$ cat src/rtl/fp_writeback_arbiter.sv
// Write-side front end of the FP register file: round-robin merge of FPU and load results
// into one registered write port, plus a per-register busy scoreboard. Optional macro: FP_WB_FWD_EN.
module fp_writeback_arbiter #(
    parameter int DATA_WIDTH = 32,
    parameter int ADDR_WIDTH = 5
) (
    input  logic                       in_Clk,
    input  logic                       in_Rst_N,
    input  logic                       in_fpu_Valid,
    input  logic [ADDR_WIDTH-1:0]      in_fpu_Addr,
    input  logic [DATA_WIDTH-1:0]      in_fpu_Data,
    output logic                       out_fpu_Ready,
    input  logic                       in_ld_Valid,
    input  logic [ADDR_WIDTH-1:0]      in_ld_Addr,
    input  logic [DATA_WIDTH-1:0]      in_ld_Data,
    output logic                       out_ld_Ready,
    input  logic                       in_issue_En,
    input  logic [ADDR_WIDTH-1:0]      in_issue_Addr,
    output logic                       out_wr_En,
    output logic [ADDR_WIDTH-1:0]      out_wr_Addr,
    output logic [DATA_WIDTH-1:0]      out_wr_Data,
`ifdef FP_WB_FWD_EN
    input  logic [ADDR_WIDTH-1:0]      in_addr_A,
    input  logic [ADDR_WIDTH-1:0]      in_addr_B,
    output logic                       out_fwd_Hit_A,
    output logic                       out_fwd_Hit_B,
    output logic [DATA_WIDTH-1:0]      out_fwd_Data_A,
    output logic [DATA_WIDTH-1:0]      out_fwd_Data_B,
`endif
    output logic [2**ADDR_WIDTH-1:0]   out_busy,
    output logic                       out_err
);
    localparam int NREG = 2**ADDR_WIDTH;

    typedef enum logic {SRC_FPU = 1'b0, SRC_LD = 1'b1} src_e;

    src_e                  rr_ptr;
    logic                  grant_fpu;
    logic                  grant_ld;
    logic                  accept_p0;
    logic [ADDR_WIDTH-1:0] addr_p0;
    logic [DATA_WIDTH-1:0] data_p0;
    logic [NREG-1:0]       busy;
    logic [NREG-1:0]       busy_nxt;
    logic                  err_issue;
    logic                  err_accept;
    logic                  err_q;
    logic                  vld_p1;
    logic [ADDR_WIDTH-1:0] addr_p1;
    logic [DATA_WIDTH-1:0] data_p1;

    // Stage p0: arbitration and acceptance, combinational from the valid inputs
    always_comb begin
        grant_fpu = in_fpu_Valid && (!in_ld_Valid || rr_ptr == SRC_FPU);
        grant_ld  = in_ld_Valid  && (!in_fpu_Valid || rr_ptr == SRC_LD);
        accept_p0 = grant_fpu || grant_ld;
        addr_p0   = grant_ld ? in_ld_Addr : in_fpu_Addr;
        data_p0   = grant_ld ? in_ld_Data : in_fpu_Data;
    end

    assign out_fpu_Ready = grant_fpu;
    assign out_ld_Ready  = grant_ld;

    // Clear before set so a same-edge issue of the written register leaves it busy.
    always_comb begin
        busy_nxt = busy;
        if (accept_p0)
            busy_nxt[addr_p0] = 1'b0;
        if (in_issue_En)
            busy_nxt[in_issue_Addr] = 1'b1;
    end

    always_comb begin
        err_issue  = in_issue_En && busy[in_issue_Addr];
        err_accept = accept_p0 && !busy[addr_p0] &&
                     !(in_issue_En && (in_issue_Addr == addr_p0));
    end

    // Stage p1: registered register-file write, scoreboard and error flag
    always_ff @(posedge in_Clk or negedge in_Rst_N) begin
        if (!in_Rst_N) begin
            rr_ptr  <= SRC_FPU;
            vld_p1  <= 1'b0;
            addr_p1 <= '0;
            data_p1 <= '0;
            busy    <= '0;
            err_q   <= 1'b0;
        end else begin
            if (in_fpu_Valid && in_ld_Valid)
                rr_ptr <= (rr_ptr == SRC_FPU) ? SRC_LD : SRC_FPU;
            vld_p1 <= accept_p0;
            if (accept_p0) begin
                addr_p1 <= addr_p0;
                data_p1 <= data_p0;
            end
            busy <= busy_nxt;
            if (err_issue || err_accept)
                err_q <= 1'b1;
        end
    end

    assign out_wr_En   = vld_p1;
    assign out_wr_Addr = addr_p1;
    assign out_wr_Data = data_p1;
    assign out_busy    = busy;
    assign out_err     = err_q;

`ifdef FP_WB_FWD_EN
    always_comb begin
        out_fwd_Hit_A  = vld_p1 && (addr_p1 == in_addr_A);
        out_fwd_Hit_B  = vld_p1 && (addr_p1 == in_addr_B);
        out_fwd_Data_A = data_p1;
        out_fwd_Data_B = data_p1;
    end
`else
    // No bypass: operand fetch waits for out_busy to clear.
`endif

endmodule

$ cat config.mk
export PLATFORM = sky130hd
export DESIGN_NAME = fp_writeback_arbiter
export DESIGN_NICKNAME = d
export VERILOG_FILES = /design/src/rtl/fp_writeback_arbiter.sv
export SDC_FILE = /design/constraint.sdc
export NUM_CORES = 1
export LEC_CHECK = 0
export CAP_MARGIN = 20
export CORE_MARGIN = 5
export CORE_UTILIZATION = 41
export CTS_CLUSTER_SIZE = 14
export DETAILED_ROUTE_END_ITERATION = 16
export PLACE_DENSITY = 0.78
export SYNTH_ARGS = -nofsm -noshare
export SYNTH_HDL_FRONTEND = slang
export SYNTH_SLANG_ARGS = --single-unit
$ cat constraint.sdc
create_clock -name in_Clk -period 2.07 [get_ports in_Clk]
set_clock_uncertainty 0.2 [all_clocks]
set_input_delay 0.3105 -clock in_Clk [delete_from_list [all_inputs] [get_ports in_Clk]]
set_output_delay 0.3105 -clock in_Clk [all_outputs]
set_load 0.03 [all_outputs]
[Word level (Yosys, flattened, before mapping)]
Index checks and enable logic that the tools add are counted.
Storage, ports and cells
  bits in registers: 72
  bits in latches: 0
  bits in writable memories: 0
  memory bits (read-only): 0
  bits of input ports: 84
  output and inout port bits: 73
  logic and storage cells: 45
  memories kept: 0
Operators by class
  add/sub/neg operators: 0
  $mul: 0
  divide/modulo/power cells: 0
  $lt $le $gt $ge: 4
  equality and inequality tests: 1
  shift operators: 0
  muxes and demuxes: 13
  bitwise gates (word level): 4
  reduce and logical (&&, ||, !) cells: 17
Operators by type and width (count)
  $mux W32: 3
  $and A32 B32 Y32: 1
  $not A32 Y32: 1
  $or A32 B32 Y32: 1
  $lt A5 B6 Y1 const B: 2
  $bmux W1 S5: 2
  $demux W1 S5: 2
  $ge A5 B1 Y1 const B: 2
  $logic_and A1 B1 Y1: 9
  $eq A5 B5 Y1: 1
  $mux W1: 5
  $mux W5: 1
  $logic_not A1 Y1: 4
  $logic_or A1 B1 Y1: 4
  $not A1 Y1: 1

[Longest topological paths before layout]
Gate-level depths: netlist of run 1.
  word-level depth: 13
  depth in mapped cells: 9
  mapped depth without buffers: 8

[Worst setup path after synthesis of run 1]
Ideal clock, no wire load.
  path type: input-to-reg
  start: in in_issue_Addr[0]
  end: reg err_q, in the netlist out_err
  setup time: 127 ps
  arrival: 1850 ps
  required time: 1743 ps
  setup slack: -107 ps
  cell stages on the path: 8
  buffers on the path: 2
  cells stage by stage: buf_2 > clkbuf_1 > mux4_2 > inv_1 > o22ai_1 > or4_1 > a21oi_1 > o31ai_1
Between the ends
  word-level cells in the longest chain between the ends: 5
  elaborated cells between the ends (all ways): 8
  those cells by class: eq/ne (1); mux (2); reduce/logical (5)
Ends and longest elaborated chain
  start, declared: RTL line 18  | input logic [ADDR_WIDTH-1:0] in_issue_Addr,
  branches (longest 4 deep; another with $bmux W1 S5)
  $logic_or A1 B1 Y1 (*): RTL line 97  | if (err_issue || err_accept)
  end signal, assigned: RTL line 87  | err_q <= 1'b0;
  end signal, assigned: RTL line 98  | err_q <= 1'b1;
  end, declared: RTL line 47  | logic err_q;
Every way passes the cells marked *. The select of a mux whose other input is x is not followed.
A chain may end at the register's enable or synchronous reset.

[Worst setup path in the final report of run 1]
  start: reg rr_ptr
  end: reg err_q, in the netlist out_err
Between the ends
  word-level cells in the longest chain between the ends: 9
  elaborated cells between the ends (all ways): 16
  those cells by class: eq/ne (1); mux (3); bitwise (1); reduce/logical (11)
Ends and longest elaborated chain
  start, declared: RTL line 37  | src_e rr_ptr;
  start signal, assigned: RTL line 90  | rr_ptr <= (rr_ptr == SRC_FPU) ? SRC_LD : SRC_FPU;
  $logic_or A1 B1 Y1: RTL line 55  | grant_ld = in_ld_Valid && (!in_fpu_Valid || rr_ptr == SRC_LD);
  $logic_and A1 B1 Y1: RTL line 55
  $mux W5: RTL line 57  | addr_p0 = grant_ld ? in_ld_Addr : in_fpu_Addr;
  $bmux W1 S5: RTL line 75  | err_accept = accept_p0 && !busy[addr_p0] &&
  $mux W1 (not written as such): RTL line 75
  $logic_not A1 Y1: RTL line 75
  $logic_and A1 B1 Y1: RTL line 75
  $logic_and A1 B1 Y1 (*): RTL line 75
  $logic_or A1 B1 Y1 (*): RTL line 97
Mark *: on every way between the ends. The rest lies on a longest branch, timed or not. The select of a mux whose other input is x is not followed.

==> results of run 1 <==
-- sequential cells by signal (all words and copies together), names as in the netlist --
name         flops
out_busy        32
out_err          1
out_wr_Addr      5
out_wr_Data     32
out_wr_En        1
rr_ptr           1
-- cell families after synthesis --
kind of cell,after synthesis
AO/OA/AOI/OAI,155
flip-flops,72
AND/OR/NAND/NOR,105
XOR/XNOR,5
multiplexers,56
buffers and inverters,42
-- layout by cell type (no fill, tap or decap), types with 4 or more instances in the layout --
cell / count
nor2_1: 15
a211oi_2: 5
nor2b_1: 8
a21oi_1: 13
dlymetal6s2s_1: 13
inv_1: 6
a211oi_1: 8
mux4_2: 8
dfrtp_1: 72
nand2_1: 45
a21oi_2: 5
buf_4: 110
xnor2_1: 4
buf_6: 5
nand3b_1: 6
clkbuf_8: 11
buf_12: 6
mux2i_1: 45
dlygate4sd2_1: 9
nand3_1: 7
o21ai_1: 8
clkdlybuf4s50_1: 131
o21ai_0: 88
-- worst paths after layout --
kind	from	end	slack, ns	cells past startpoint
max reg2reg	rr_ptr	out_err	-0.12	8
min reg2reg	out_err	out_err	0.33	2
max in group asynchronous	in_Rst_N	out_wr_Data[17]	0.74	3
max	rr_ptr	out_err	-0.12	8
min in group in_Clk	in_ld_Data[0]	out_wr_Data[0]	0.31	3
min	in_Rst_N	out_wr_Data[0]	0.31	2
-- final cells by class --
type                       count  area share (%)
timing repair buffer         276           36.41
multi-input combinational    321           32.21
sequential                    72           25.53
tap                          133           2.358
clock buffer                  11           2.145
clock inverter                 5          0.7800
inverter                       9          0.5673
-- Yosys cell counts, drive strengths merged, types with 2 or more instances --
cell	n	area, µm²
a2111oi	4	35.03
a211o	2	20.02
a211oi	13	102.6
a21o	2	16.27
a21oi	19	110.1
a31oi	2	12.51
and2	2	12.51
and3	3	23.77
buf	13	83.83
clkbuf	20	86.32
clkinv	2	7.510
dfrtp	72	1802
inv	7	26.27
mux2	2	22.52
mux2i	46	473.0
mux4	8	180.2
nand2	47	183.9
nand2b	4	32.53
nand3	9	45.04
nand3b	6	45.04
nor2	15	56.30
nor2b	8	50.05
nor3b	3	22.52
o2111ai	2	17.52
o211ai	2	15.01
o21ai	97	485.5
o22ai	3	18.77
or3	2	12.51
or3b	3	26.28
xnor2	4	35.03
-- worst max-delay path: cells and delay by family, from the launching register on --
kind,cells,cell delay (ns)
DFF,1,0.37
AOI/OAI and AO/OA,5,0.79
buffers and inverters,1,0.14
and+or+nand+nor,2,0.59
-- where the power goes --
group / leakage (nW) / total (mW) / internal (mW) / switching, mW
sequential: 0.872 / 2.12 / 1.84 / 0.289
combinational: 2.17 / 4.11 / 1.89 / 2.22
clock: 0.101 / 1.18 / 0.618 / 0.557
total: 3.14 / 7.41 / 4.35 / 3.07
-- timing repair --
item                       CTS  global route
hold endpoints to repair    19             0
hold buffers                 1             0
pin swaps                   11             5
setup endpoints to repair   37            46
setup buffers                9             1
resized for setup           32            30
-- metal layers --
layer	global-route usage (%)	up-vias	routed length [µm]
met1	31.09	2210	6052
met4	8.539	0	433
li1	-	2094	-
met5	0	-	0
met2	42.35	248	7896
met3	6.223	52	1343
-- stage by stage --
stage	std cells	cell area [µm²]	utilization (%)	worst slack, ns
3_3_place_gp	800	6608	66.98	-0.5695
2_1_floorplan	435	4183	-	-0.07549
3_5_place_dp	800	6608	66.98	-0.6807
4_1_cts	826	6977	70.73	-0.1258
5_1_grt	827	7058	71.55	-0.2108
6_report	827	7058	71.55	-0.1249
==> summary.txt, run 1 <==
Synth
  – Main combinational cell family by area after synthesis: compound AO/OA/AOI/OAI gates
  – Post-synthesis cell count: 435
  – Async SR Flop Fraction: 100.0%
  – Unique masters post-synth: 55
  – Register area share after synthesis: 43.10%
  – Post-synthesis compound-gate area fraction: 22.06%
  – Synth warnings: 0
  – Syn Area/Cell: 9.610 µm²
  – Area share of fa/ha/maj cells after synthesis: 0%
  – Syn_nets: 519
  – Mapped Area: 4180 µm²
  – Simple-gate portion of the synthesized area: 12.75%
  – #FFs+latches synth: 72
  – Mux contribution to synthesized area: 16.16%
  – Number of enable flip-flop cells after synthesis: 0
  – Xor and xnor fraction of the mapped netlist area: 1.048%
  – Main synth FF type: dfrtp_1

Timing
  – Finish-stage setup viols: 14
  – RSZ-0062 raised after global routing: yes
  – Fmax: 0.4556 GHz
  – Min Clock Period, post-route: 2.195 ns
  – Worst-margin pin slew: 0.6418 ns
  – Crit share post-route: 106.0%
  – Max Slew Vio Count: 0
  – Max_slew headroom: 57.21%
  – Hold Violations, Final: 0
  – WHS: 0.3080 ns
  – Setup_tns: -0.4397 ns
  – Final worst-path setup slack: -0.1249 ns

Layout
  – Register Area: 1802 µm²
  – Final nets: 773
  – Filler cell count: 720
  – Layout area overhead: 68.84%
  – Layout cells sized above 1: 26.22%
  – # diodes: 0
  – Multi-input gate area: 2273 µm²

Detailed routing
  – Drt first pass iters: 7
  – Initial drt markers: 284
  – Vias per std cell: 5.567
  – Routed Antenna Nets: 0
  – Drt total wl: 15.73 mm
  – Drc violations: 0
  – WL/cell: 19.01 µm
  – Vias: 4604

Outcome
  – Failing checks: negative setup slack
  – Result of the run: finished with violations

Flow run
  – Maxcap violations: 0

Worst setup path
  – Crit start category: flop
  – Kind of end point of the critical path: flop
  – Peak per-stage delay on the critical path: 0.41 ns
  – CP arrival: 2.25 ns
  – CP Max Fanout: 4
  – Crit path kind: reg2reg
  – CP max stage cell: or3_1
  – Crit-path cells: nand2b_4 -> buf_4 -> a211oi_2 -> a21oi_4 -> o41ai_1 -> or3_1 -> a221o_1 -> o31ai_1
  – Worst Path Required: 2.13 ns

Global route
  – Gr usage total: 25.00%
  – First-pass GRT wire length: 24.81 mm
  – Antenna violations before repair: 0
  – Number of global-route vias before repair: 4770
  – Congestion Overflow GR: 0
  – Largest net degree at the start of global routing: 58

Clocking
  – Root buffer cell: clkbuf_8
  – # H-tree levels: 3
  – TritonCTS clock tree: yes
  – CTS Buffer Depth: 2
  – Clock-pin slew of the registers on the worst-case setup and hold paths: 0.08 ns
  – Sink Count: 72
  – Clk Latency, worst-skew pair: 0.35 ns
  – Clock buffer count from CTS: 9

Floorplan
  – # rows: 36
  – Initial Utilization: 42.38%
  – Core area: 9864 µm²
  – Die width: 111.0 µm
  – Die footprint: 12320 µm²
  – # IOs: 157
  – Die height: 111.0 µm

Placement
  – GPL Wtd Cong: 0.9398
  – IO Port Bufs: 156
  – Dpl hpwl: 11.96 mm

Pwr
  – Power density cells: 1050 nW/µm²
  – Worst IR drop on VDD: 0.0006009 V
  – Total Power: 7.414 mW
  – Static leakage: 3.144 nW

Hold path
  – Hold WC Path Type: in2async
Note: power is estimated with default switching activity, not from simulation.
==> run 2: changes to the inputs <==
- CAP_MARGIN: 20 -> 10
==> results of run 2 <==
No change in the layout: final DEF, timing and power equal those of run 1.
